[config.mk]
export PLATFORM = sky130hd
export DESIGN_NAME = hazard_stall_unit
export DESIGN_NICKNAME = d
export VERILOG_FILES = /design/src/rtl/hazard_stall_unit.sv
export SDC_FILE = /design/constraint.sdc
export NUM_CORES = 1
export LEC_CHECK = 0
export BUFFER_PORTS_ARGS = -buffer_cell sky130_fd_sc_hd__buf_2
export CAP_MARGIN = 20
export CORE_MARGIN = 2
export CORE_UTILIZATION = 40
export DETAILED_ROUTE_END_ITERATION = 7
export PLACE_DENSITY = 0.77
export SETUP_SLACK_MARGIN = 0.4
export SYNTH_ARGS = -nofsm -noshare
export SYNTH_HDL_FRONTEND = slang
export SYNTH_SLANG_ARGS = --single-unit
[constraint.sdc]
create_clock -name clock -period 2.5 [get_ports clock]
set_input_delay 0.375 -clock clock [delete_from_list [all_inputs] [get_ports clock]]
set_output_delay 0.375 -clock clock [all_outputs]
set_load 0.01 [all_outputs]
[src/rtl/hazard_stall_unit.sv]
// Decode-stage hazard unit: load-use stall with LOAD_LAT-deep shadow pipe, plus mult/div
// issue/busy sequencing with a timeout watchdog. Define MD_SCOREBOARD_EN for dependency-aware mult/div stall.
module hazard_stall_unit #(
  parameter int unsigned LOAD_LAT   = 1,
  parameter int unsigned MD_TIMEOUT = 64,
  parameter int unsigned TO_W       = 7
) (
  input  logic        clock,
  input  logic        reset_n,
  input  logic [31:0] fd_ir,
  input  logic [31:0] dx_ir,
  input  logic        md_ready,
  input  logic        flush,
  output logic        stall,
  output logic        md_start,
  output logic        md_busy,
  output logic [4:0]  md_rd,
  output logic        md_timeout
);

  localparam logic [4:0] OP_RTYPE = 5'b00000;
  localparam logic [4:0] OP_BNE   = 5'b00010;
  localparam logic [4:0] OP_JR    = 5'b00100;
  localparam logic [4:0] OP_ADDI  = 5'b00101;
  localparam logic [4:0] OP_BLT   = 5'b00110;
  localparam logic [4:0] OP_SW    = 5'b00111;
  localparam logic [4:0] OP_LW    = 5'b01000;
  localparam logic [4:0] OP_BEX   = 5'b10110;
  localparam logic [4:0] ALU_MUL  = 5'b00110;
  localparam logic [4:0] ALU_DIV  = 5'b00111;

  // At least one shadow entry is always declared; hits are masked when LOAD_LAT is 1.
  localparam int unsigned SH_D    = (LOAD_LAT > 1) ? LOAD_LAT - 1 : 1;
  localparam logic [TO_W-1:0] TO_LAST = TO_W'(MD_TIMEOUT - 1);

  typedef enum logic {
    S_IDLE,
    S_BUSY
  } state_t;

  logic [4:0] fd_op, fd_rd, fd_rs, fd_rt;
  logic [4:0] dx_op, dx_rd, dx_alu;
  logic [4:0] src_a, src_b;
  logic       dx_lw, dx_md;
  logic       sh_hit, load_stall, md_stall, md_dep;
  logic       unused_bits;

  state_t               state_q, state_d;
  logic [TO_W-1:0]      cnt_q, cnt_d;
  logic [4:0]           md_rd_q, md_rd_d;
  logic [SH_D-1:0]      sh_v_q, sh_v_d;
  logic [SH_D-1:0][4:0] sh_rd_q, sh_rd_d;

  assign fd_op  = fd_ir[31:27];
  assign fd_rd  = fd_ir[26:22];
  assign fd_rs  = fd_ir[21:17];
  assign fd_rt  = fd_ir[16:12];
  assign dx_op  = dx_ir[31:27];
  assign dx_rd  = dx_ir[26:22];
  assign dx_alu = dx_ir[6:2];

  assign unused_bits = ^{fd_ir, dx_ir};

  assign dx_lw = (dx_op == OP_LW);
  assign dx_md = (dx_op == OP_RTYPE) && ((dx_alu == ALU_MUL) || (dx_alu == ALU_DIV));

  // Register 0 doubles as "no source", since r0 never creates a hazard.
  always_comb begin
    src_a = '0;
    src_b = '0;
    case (fd_op)
      OP_RTYPE: begin
        src_a = fd_rs;
        src_b = fd_rt;
      end
      OP_ADDI, OP_LW: src_a = fd_rs;
      OP_SW: begin
        src_a = fd_rs;
        src_b = fd_rd;
      end
      OP_BNE, OP_BLT: begin
        src_a = fd_rd;
        src_b = fd_rs;
      end
      OP_JR:  src_a = fd_rd;
      OP_BEX: src_a = 5'd30;
      default: ;
    endcase
  end

  function automatic logic reads(input logic [4:0] r, input logic [4:0] a, input logic [4:0] b);
    return (r != 5'd0) && ((r == a) || (r == b));
  endfunction

  always_comb begin
    sh_hit = 1'b0;
    for (int unsigned i = 0; i < SH_D; i++) begin
      if ((LOAD_LAT > 1) && sh_v_q[i] && reads(sh_rd_q[i], src_a, src_b)) begin
        sh_hit = 1'b1;
      end
    end
  end

  assign load_stall = !flush && ((dx_lw && reads(dx_rd, src_a, src_b)) || sh_hit);

  always_comb begin
    sh_v_d  = '0;
    sh_rd_d = '0;
    if (!flush && dx_lw) begin
      sh_v_d[0]  = 1'b1;
      sh_rd_d[0] = dx_rd;
    end
    for (int unsigned i = 1; i < SH_D; i++) begin
      sh_v_d[i]  = sh_v_q[i-1] && !flush;
      sh_rd_d[i] = sh_rd_q[i-1];
    end
  end

`ifdef MD_SCOREBOARD_EN
  logic fd_md, fd_waw;
  assign fd_md  = (fd_op == OP_RTYPE) && ((fd_ir[6:2] == ALU_MUL) || (fd_ir[6:2] == ALU_DIV));
  assign fd_waw = ((fd_op == OP_RTYPE) || (fd_op == OP_ADDI) || (fd_op == OP_LW)) &&
                  (fd_rd == md_rd_q);
  // Structural conflicts (another mult/div) block regardless of md_rd.
  assign md_dep = fd_md || dx_md ||
                  ((md_rd_q != 5'd0) && (reads(md_rd_q, src_a, src_b) || fd_waw));
`else
  assign md_dep = 1'b1;
`endif

  always_comb begin
    state_d    = state_q;
    cnt_d      = cnt_q;
    md_rd_d    = md_rd_q;
    md_start   = 1'b0;
    md_timeout = 1'b0;
    md_stall   = 1'b0;
    case (state_q)
      S_IDLE: begin
        if (dx_md && !flush) begin
          md_start = 1'b1;
          md_stall = 1'b1;
          md_rd_d  = dx_rd;
          cnt_d    = '0;
          state_d  = S_BUSY;
        end
      end
      S_BUSY: begin
        cnt_d = cnt_q + TO_W'(1);
        if (md_ready) begin
          state_d = S_IDLE;
        end else if (cnt_q == TO_LAST) begin
          md_timeout = 1'b1;
          state_d    = S_IDLE;
        end else begin
          md_stall = md_dep;
        end
      end
      default: state_d = S_IDLE;
    endcase
  end

  always_ff @(posedge clock or negedge reset_n) begin
    if (!reset_n) begin
      state_q <= S_IDLE;
      cnt_q   <= '0;
      md_rd_q <= '0;
      sh_v_q  <= '0;
      sh_rd_q <= '0;
    end else begin
      state_q <= state_d;
      cnt_q   <= cnt_d;
      md_rd_q <= md_rd_d;
      sh_v_q  <= sh_v_d;
      sh_rd_q <= sh_rd_d;
    end
  end

  assign md_busy = (state_q == S_BUSY);
  assign md_rd   = md_rd_q;
  assign stall   = load_stall || md_stall;

endmodule

; Word-level counts from Yosys, hierarchy flattened
; Cells that the tools add are included.
[word_totals]
latch_bits = 0
mem_bits_rw = 0
word_cells = 47
output_inout_bits = 9
in_bits = 68
reg_bits = 13
memories = 0
rom_bits = 0
[op_classes]
n_shift = 0
n_bitwise = 1
n_mul = 0
n_eq_ne = 14
div = 0
n_lt_le_gt_ge = 0
reduce_logical = 16
addsub = 1
mux = 12
[op_table]
columns = cell, count
row1 = 5-bit by 3-bit equality test with 1-bit output (second input constant), 6
row2 = 5-bit case mux with 3 select lines, 2
row3 = 7-bit case mux with 2 select lines, 1
row4 = 5-bit by 4-bit equality test with 1-bit output (second input constant), 2
row5 = 5-bit equality test, 2
row6 = 5-bit zero test, 2
row7 = 7-bit by 1-bit adder with 7-bit output (second input constant), 1
row8 = 7-bit by 6-bit equality test with 1-bit output (second input constant), 1
row9 = 1-bit 2-to-1 mux, 7
row10 = 7-bit 2-to-1 mux, 1
row11 = 5-bit by 2-bit equality test with 1-bit output (second input constant), 1
row12 = 5-bit equality test (second input constant), 1
row13 = 1-bit logical AND, 5
row14 = 5-bit nonzero test, 1
row15 = 4-bit OR reduction, 1
row16 = 1-bit logical OR, 3
row17 = 3-bit OR reduction, 1
row18 = 2-bit != test (second input constant), 1
row19 = 1-bit case mux with 2 select lines, 1
row20 = 2-bit AND reduction, 1
row21 = 2-bit OR reduction, 1
row22 = 1-bit zero test, 1
row23 = 1-bit inverter, 1

; Depth between registers and ports, before layout
; Gate-level depths: netlist of run 1.
[depth]
ltp_word = 9
mapped_depth = 7
ltp_nobuf = 6

; Worst setup path after synthesis of run 1
; No wires, ideal clock.
[synth_path]
kind = in2out
start = input port fd_ir[31]
end = output port stall
setup_slack_ns = 0.254
stages = 7
t_required_ns = 2.125
n_path_buf = 1
t_arrival_ns = 1.871
cell_sequence = buf_2 mux2_1 a22o_1 a22oi_1 xor2_1 nand4_1 o31ai_1
[synth_between]
elab_chain_len = 9
word_cells_on_any_way = 20
cone_classes = 9 x eq/ne / 2 x mux / 9 x reduce/logical
[synth_rtl]
columns = item, line_no
row1 = "start, declared", 10  ; input logic [31:0] fd_ir,
row2 = 5-bit by 3-bit equality test with 1-bit output (tied with other cells), 71  ; case (fd_op)
row3 = 4-bit OR reduction (no source line) (tied with other cells), n/a
row4 = 5-bit case mux with 3 select lines, 71
row5 = 5-bit equality test, 92  ; return (r != 5'd0) && ((r == a) || (r == b));
row6 = 1-bit logical OR (*), 92
row7 = 1-bit logical AND (*), 92
row8 = 1-bit logical AND (*) (2 in series), 104  ; assign load_stall = !flush && ((dx_lw && reads(dx_rd, src_a, src_b)) || sh_hit);
row9 = 1-bit logical OR (*), 181  ; assign stall = load_stall || md_stall;
row10 = "end, declared", 14  ; output logic stall,
; Mark *: on every way between the ends. The rest lies on a longest branch, timed or not.

; Worst setup path after layout of run 1
[layout_path]
start = input port dx_ir[28]
end = output port stall
[layout_between]
elab_chain_len = 6
word_cells_on_any_way = 9
cone_classes = 1 x eq/ne / 2 x mux / 6 x reduce/logical
[layout_rtl]
columns = item, line_no
row1 = "start, declared", 11  ; input logic [31:0] dx_ir,
row2 = 5-bit zero test, 65  ; assign dx_md = (dx_op == OP_RTYPE) && ((dx_alu == ALU_MUL) || (dx_alu == ALU_DIV));
row3 = 1-bit logical AND, 65
row4 = 1-bit logical AND, 140  ; if (dx_md && !flush) begin
row5 = 1-bit 2-to-1 mux, 140
row6 = 1-bit case mux with 2 select lines, 138  ; case (state_q)
row7 = 1-bit logical OR (*), 181
; Marked as above.

==> results of run 1 <==
-- cell usage in the layout, fill, tap and decap left out, types with 4 or more instances in the layout --
| cell | n |
|---|---|
| a21oi_1 | 7 |
| a22o_1 | 5 |
| buf_2 | 41 |
| buf_4 | 10 |
| buf_6 | 4 |
| dfrtp_1 | 13 |
| nand2_1 | 19 |
| nand3_1 | 5 |
| nand4_1 | 5 |
| o21ai_0 | 8 |
-- worst paths after layout --
check                           from        to  slack (ns)  depth (start not counted)
hold / removal             dx_ir[23]  md_rd[1]        0.38                          3
hold reg to reg             md_rd[4]  md_rd[4]        0.48                          2
max in group asynchronous    reset_n  md_rd[3]        1.75                          2
setup reg to reg             md_busy  md_rd[4]        1.13                          7
setup / recovery           dx_ir[28]     stall        0.10                          7
min in group asynchronous    reset_n  cnt_q[5]        0.52                          2
-- power by group --
part | total [uW] | leakage, uW | internal (uW) | switching, uW
combinational | 156 | 0.000544 | 77.2 | 79.3
clock | 123 | 0.0000150 | 61.6 | 61.4
sequential | 239 | 0.000153 | 224 | 14.5
-- flip-flops by register name, indices dropped and copies added, names as in the netlist --
| register | count |
|---|---|
| md_rd | 5 |
| md_busy | 1 |
| cnt_q | 7 |
-- kinds of logic (layout without fill, tap and decap cells) --
logic type               after synthesis  after routing  share of synthesized area, %
AND/OR/NAND/NOR                       58             58                          29.6
adder cells (fa/ha/maj)                1              1                          1.12
buffers and inverters                 10             65                          4.82
AO/OA/AOI/OAI                         40             40                          24.6
XOR/XNOR                               6              6                          4.71
flip-flops                            13             13                          29.2
multiplexers                           6              6                          5.95
-- critical path, cell delays in order --
cell       delay (ns)
buf_6            0.09
or4_4            0.55
or3_4            0.41
a2111oi_4        0.19
a31oi_1          0.14
o31ai_2          0.09
buf_2            0.18
-- per-layer routing --
| layer | global-route usage (%) | vias up |
|---|---|---|
| li1 | - | 616 |
| met1 | 22.4 | 579 |
| met2 | 37.0 | 45 |
| met3 | 2.76 | 2 |
| met4 | 4.98 | 0 |
| met5 | 0 | - |
-- through the flow --
| stage | instance area [sq um] | hold WS (ns) |
|---|---|---|
| 2_1_floorplan | 1160 | 0.0794 |
| 3_3_place_gp | 1410 | 0.264 |
| 3_5_place_dp | 1410 | 0.269 |
| 4_1_cts | 1480 | 0.378 |
| 5_1_grt | 1560 | 0.372 |
| 6_report | 1560 | 0.379 |
-- final cells by class --
class | instances | area (sq um)
repair buffers | 57 | 350
inverters | 4 | 20.0
flip-flops and latches | 13 | 325
clock buffers | 4 | 26.3
well taps | 31 | 38.8
fillers | 251 | 1150
multi-input cells | 111 | 798
-- timing repair --
item / CTS / global route
pin swaps: 9 / 3
hold buffers: 1 / 0
gates resized for setup: 10 / 8
hold endpoints to repair: 13 / 0
setup endpoints to repair: 2 / 2
setup buffers: 0 / 6
==> reports/qor.yml, run 1 <==
outcome: "completed"
post-place-cells: 209
fin_nets: 259
clkTransAtPathRegs_ns: 0.07
fin_setup_tns_ns: 0
grtUsageTotal_pct: 19.4
leakage_uw: 0.000712
synthTopCellsByArea: "dfrtp_1, nand2_1, o21ai_0, a22o_1, a22oi_1"
syn2layout_area_growth_pct: 39.8
viasPerCell: 5.65
hold_violations: 0
fin_worst_skew_ns: 0.00197
slew_violations: 0
synth.largest_area_cell: "dfrtp_1"
design.die.area_sq_um: 3230
rsz0062_at_grt: "yes"
initial_core_util_pct: 41.1
synth_flop_cell: "dfrtp_1"
final_cell_count_no_fill: 220
ys_types: 47
drive_gt1_share_pct: 40.2
yosys-top-cells-count: "nand2_1, dfrtp_1, o21ai_0, a21oi_1"
crit_required_ns: 2.12
clk_path_buf_depth: 2
synth_edf_count: 0
htreeDepth: 1
ys_warn_count: 0
syn-num-nets: 203
root_buffer: "clkbuf_4"
setup_violations: 0
antenna_found_initial: 0
die_h_um: 56.8
peakVddDrop_mv: 0.264
cts_sinks: 13
synth.top_cell.area_share_pct: 29.2
powerDensity_nw_per_um2: 332
dr_wl_met3_um: 173
end_kind: "output pin"
grt_pass1_vias: 1219
gp_congestion: 0.857
first_pass_iters: 4
max_freq_mhz: 417
drc: 0
overflow: 0
start_kind: "input port"
grt_max_degree: 15
drv_cap: 0
dp_slack_ns: 0.0240
setup_slack_ns: 0.101
ant_nets: 0
dp_hpwl_um: 2470
path_max_fanout: 2
relSlewSlack_pct: 73.9
wl_per_cell_um: 14.3
syn_area_sq_um: 1110
num_vias: 1242
arrival_ns: 2.02
p_total_uw: 518
ys_seq_area_share_pct: 29.2
avgSynthCellArea_sq_um: 8.32
num_io_pins: 77
synth_cells: 134
utilization_pct: 57.5
drt_iter0_drc: 41
clk_latency_ns: 0.26
rows: 19
drt-total-wl_um: 3140
grt_first_pass_wirelength_um: 5110
min_period_over_period_pct: 96.0
dr_wl_met2_um: 1670
design.core.area_sq_um: 2710
m1WireLength_um: 1280
path_class: "input port to output pin"
top_layer: "met4"
diodes: 0
synth-seq-cells: 13
synthArstFlopShare_pct: 100
io_buffers: 46
cts_tree: "done"
fp.dieW_um: 56.8
tightest_slew_ns: 0.390
synth.most_common_cell: "nand2_1"
numCtsBuffers: 3
hp-class: "input port to register"
min_period_ns: 2.40
Note: power is estimated with default switching activity, not from simulation.
==> run 2: changes to the inputs <==
--- a/config.mk
+++ b/config.mk
@@ -11,6 +11,7 @@
 export CORE_UTILIZATION = 40
 export DETAILED_ROUTE_END_ITERATION = 7
 export PLACE_DENSITY = 0.77
+export REMOVE_ABC_BUFFERS = 1
 export SETUP_SLACK_MARGIN = 0.4
 export SYNTH_ARGS = -nofsm -noshare
 export SYNTH_HDL_FRONTEND = slang
==> reports/qor.yml, run 2 (synthesis results as in run 1) <==
outcome: "completed"
drt_iter0_drc: 32
dp_hpwl_um: 2520
antenna_found_initial: 0
tightest_slew_ns: 0.483
num_io_pins: 77
num_vias: 1266
arrival_ns: 2.01
drive_gt1_share_pct: 40.4
root_buffer: "clkbuf_4"
numCtsBuffers: 3
grt_first_pass_wirelength_um: 5420
leakage_uw: 0.000709
cpPeakStageDelay_ns: 0.39
rsz0062_at_grt: "yes"
die_h_um: 56.8
relSlewSlack_pct: 67.7
end_kind: "output pin"
fin_worst_skew_ns: 0.00520
grt_max_degree: 15
power_frac_seq_pct: 45.5
regMostFlops: "cnt_q"
setup_slack_ns: 0.117
overflow: 0
clk_path_buf_depth: 2
worstPathCellList: "buf_8 > or3_4 > a21oi_4 > a22oi_2 > xor2_1 > nand4_1 > o31ai_2 > buf_2"
io_buffers: 46
min_period_over_period_pct: 95.3
rr_endpoint: "cnt_q[6]"
cts_tree: "done"
r2r_start: "md_busy"
largest_reg_flops: 7
mostFrequentLayoutCells: "buf_2, nand2_1, dfrtp_1"
dp_slack_ns: -0.0316
cts_sinks: 13
p_int_uw: 364
switchingPower_uw: 160
initial_core_util_pct: 41.1
switching_share_pct: 30.6
design.core.area_sq_um: 2710
drv_cap: 0
powerDensity_nw_per_um2: 336
max_freq_mhz: 420
viasPerCell: 5.78
diodes: 0
ant_nets: 0
gp_congestion: 0.885
path_max_fanout: 6
peakVddDrop_mv: 0.262
wl_per_cell_um: 14.8
design.die.area_sq_um: 3230
hold_violations: 0
hold_end: "md_rd[0]"
crit_slowest_cell: "or3_4"
crit_required_ns: 2.12
fp.dieW_um: 56.8
clkTransAtPathRegs_ns: 0.07
path_class: "input port to output pin"
setup_violations: 0
start_kind: "input port"
htreeDepth: 1
fin_nets: 258
hp-class: "input port to register"
utilization_pct: 57.7
slew_violations: 0
fin_setup_tns_ns: 0
grtUsageTotal_pct: 20.8
hold_start: "dx_ir[22]"
first_pass_iters: 4
drt-total-wl_um: 3240
nFillCells: 249
syn2layout_area_growth_pct: 40.2
final_common_cell: "buf_2"
p_clk_share_pct: 23.9
hold_path_depth: 3
clk_latency_ns: 0.27
min_period_ns: 2.38
hold_ws_ns: 0.377
drc: 0
worstRegToRegCells: 5
rows: 19
combinationalPowerShare_pct: 30.6
grt_pass1_vias: 1311
ff2ff_setup_slack_ns: 1.12
-- run 2: changes by cell type in the layout (fill, tap and decap cells not counted), sizes merged --
cell    previous run  this run
inv                3         4
clkinv             1         0
buf               56        55
-- run 2: through the flow --
stage | instances | power, uW | cell area, sq um
after floorplan | 128 | 312 | 1080
after global placement | 210 | 374 | 1380
after detailed placement | 210 | 384 | 1380
after CTS | 218 | 525 | 1550
after global routing | 219 | 556 | 1560
final | 219 | 525 | 1560
-- run 2: cell type report --
cell class / instances / area, sq um / share of cell area (%)
Multi-Input combinational cell: 111 / 802 / 51.3
Timing Repair Buffer: 56 / 353 / 22.6
Sequential cell: 13 / 325 / 20.8
Tap cell: 31 / 38.8 / 2.48
Clock buffer: 4 / 26.3 / 1.68
Inverter: 4 / 17.5 / 1.12
-- run 2: power groups by stage --
| stage | logic (uW) | clock network [uW] | registers [uW] |
|---|---|---|---|
| floorplan | 71.8 | 0 | 240 |
| CTS | 157 | 130 | 239 |
| global route | 175 | 139 | 242 |
| detailed placement | 141 | 0 | 243 |
| global placement | 132 | 0 | 242 |
| finish | 161 | 125 | 239 |
-- run 2: worst max-delay path by stage --
stage	start	endpoint	slack, ns
floorplan	dx_ir[28]	stall	0.30
global placement	dx_ir[28]	stall	-0.01
detailed placement	dx_ir[28]	stall	-0.03
CTS	fd_ir[27]	stall	0.12
global route	fd_ir[27]	stall	0.06
finish	fd_ir[27]	stall	0.12
-- run 2: per-layer routing --
layer  vias up  wire (um)  GRT usage (%)
met5         -          0              0
met4         0         52           6.64
met3         6        176           2.76
met2        57       1770           42.0
met1       586       1240           21.4
li1        617          -              -
-- run 2: worst max-delay path: cells and delay by family --
family                    cells  cell delay [ns]
AOI/OAI and AO/OA             3             0.65
buffers and inverters         2             0.27
and+or+nand+nor               2             0.52
xor gates and xnor gates      1             0.19
-- run 2: what timing repair did --
item                                   in CTS  in global routing
setup endpoints to repair                   2                  2
endpoints found under the hold margin      13                  0
buffers inserted                            3                  1
pin swaps                                  12                  6
gates resized for setup                    24                  1
hold buffers                                1                  0
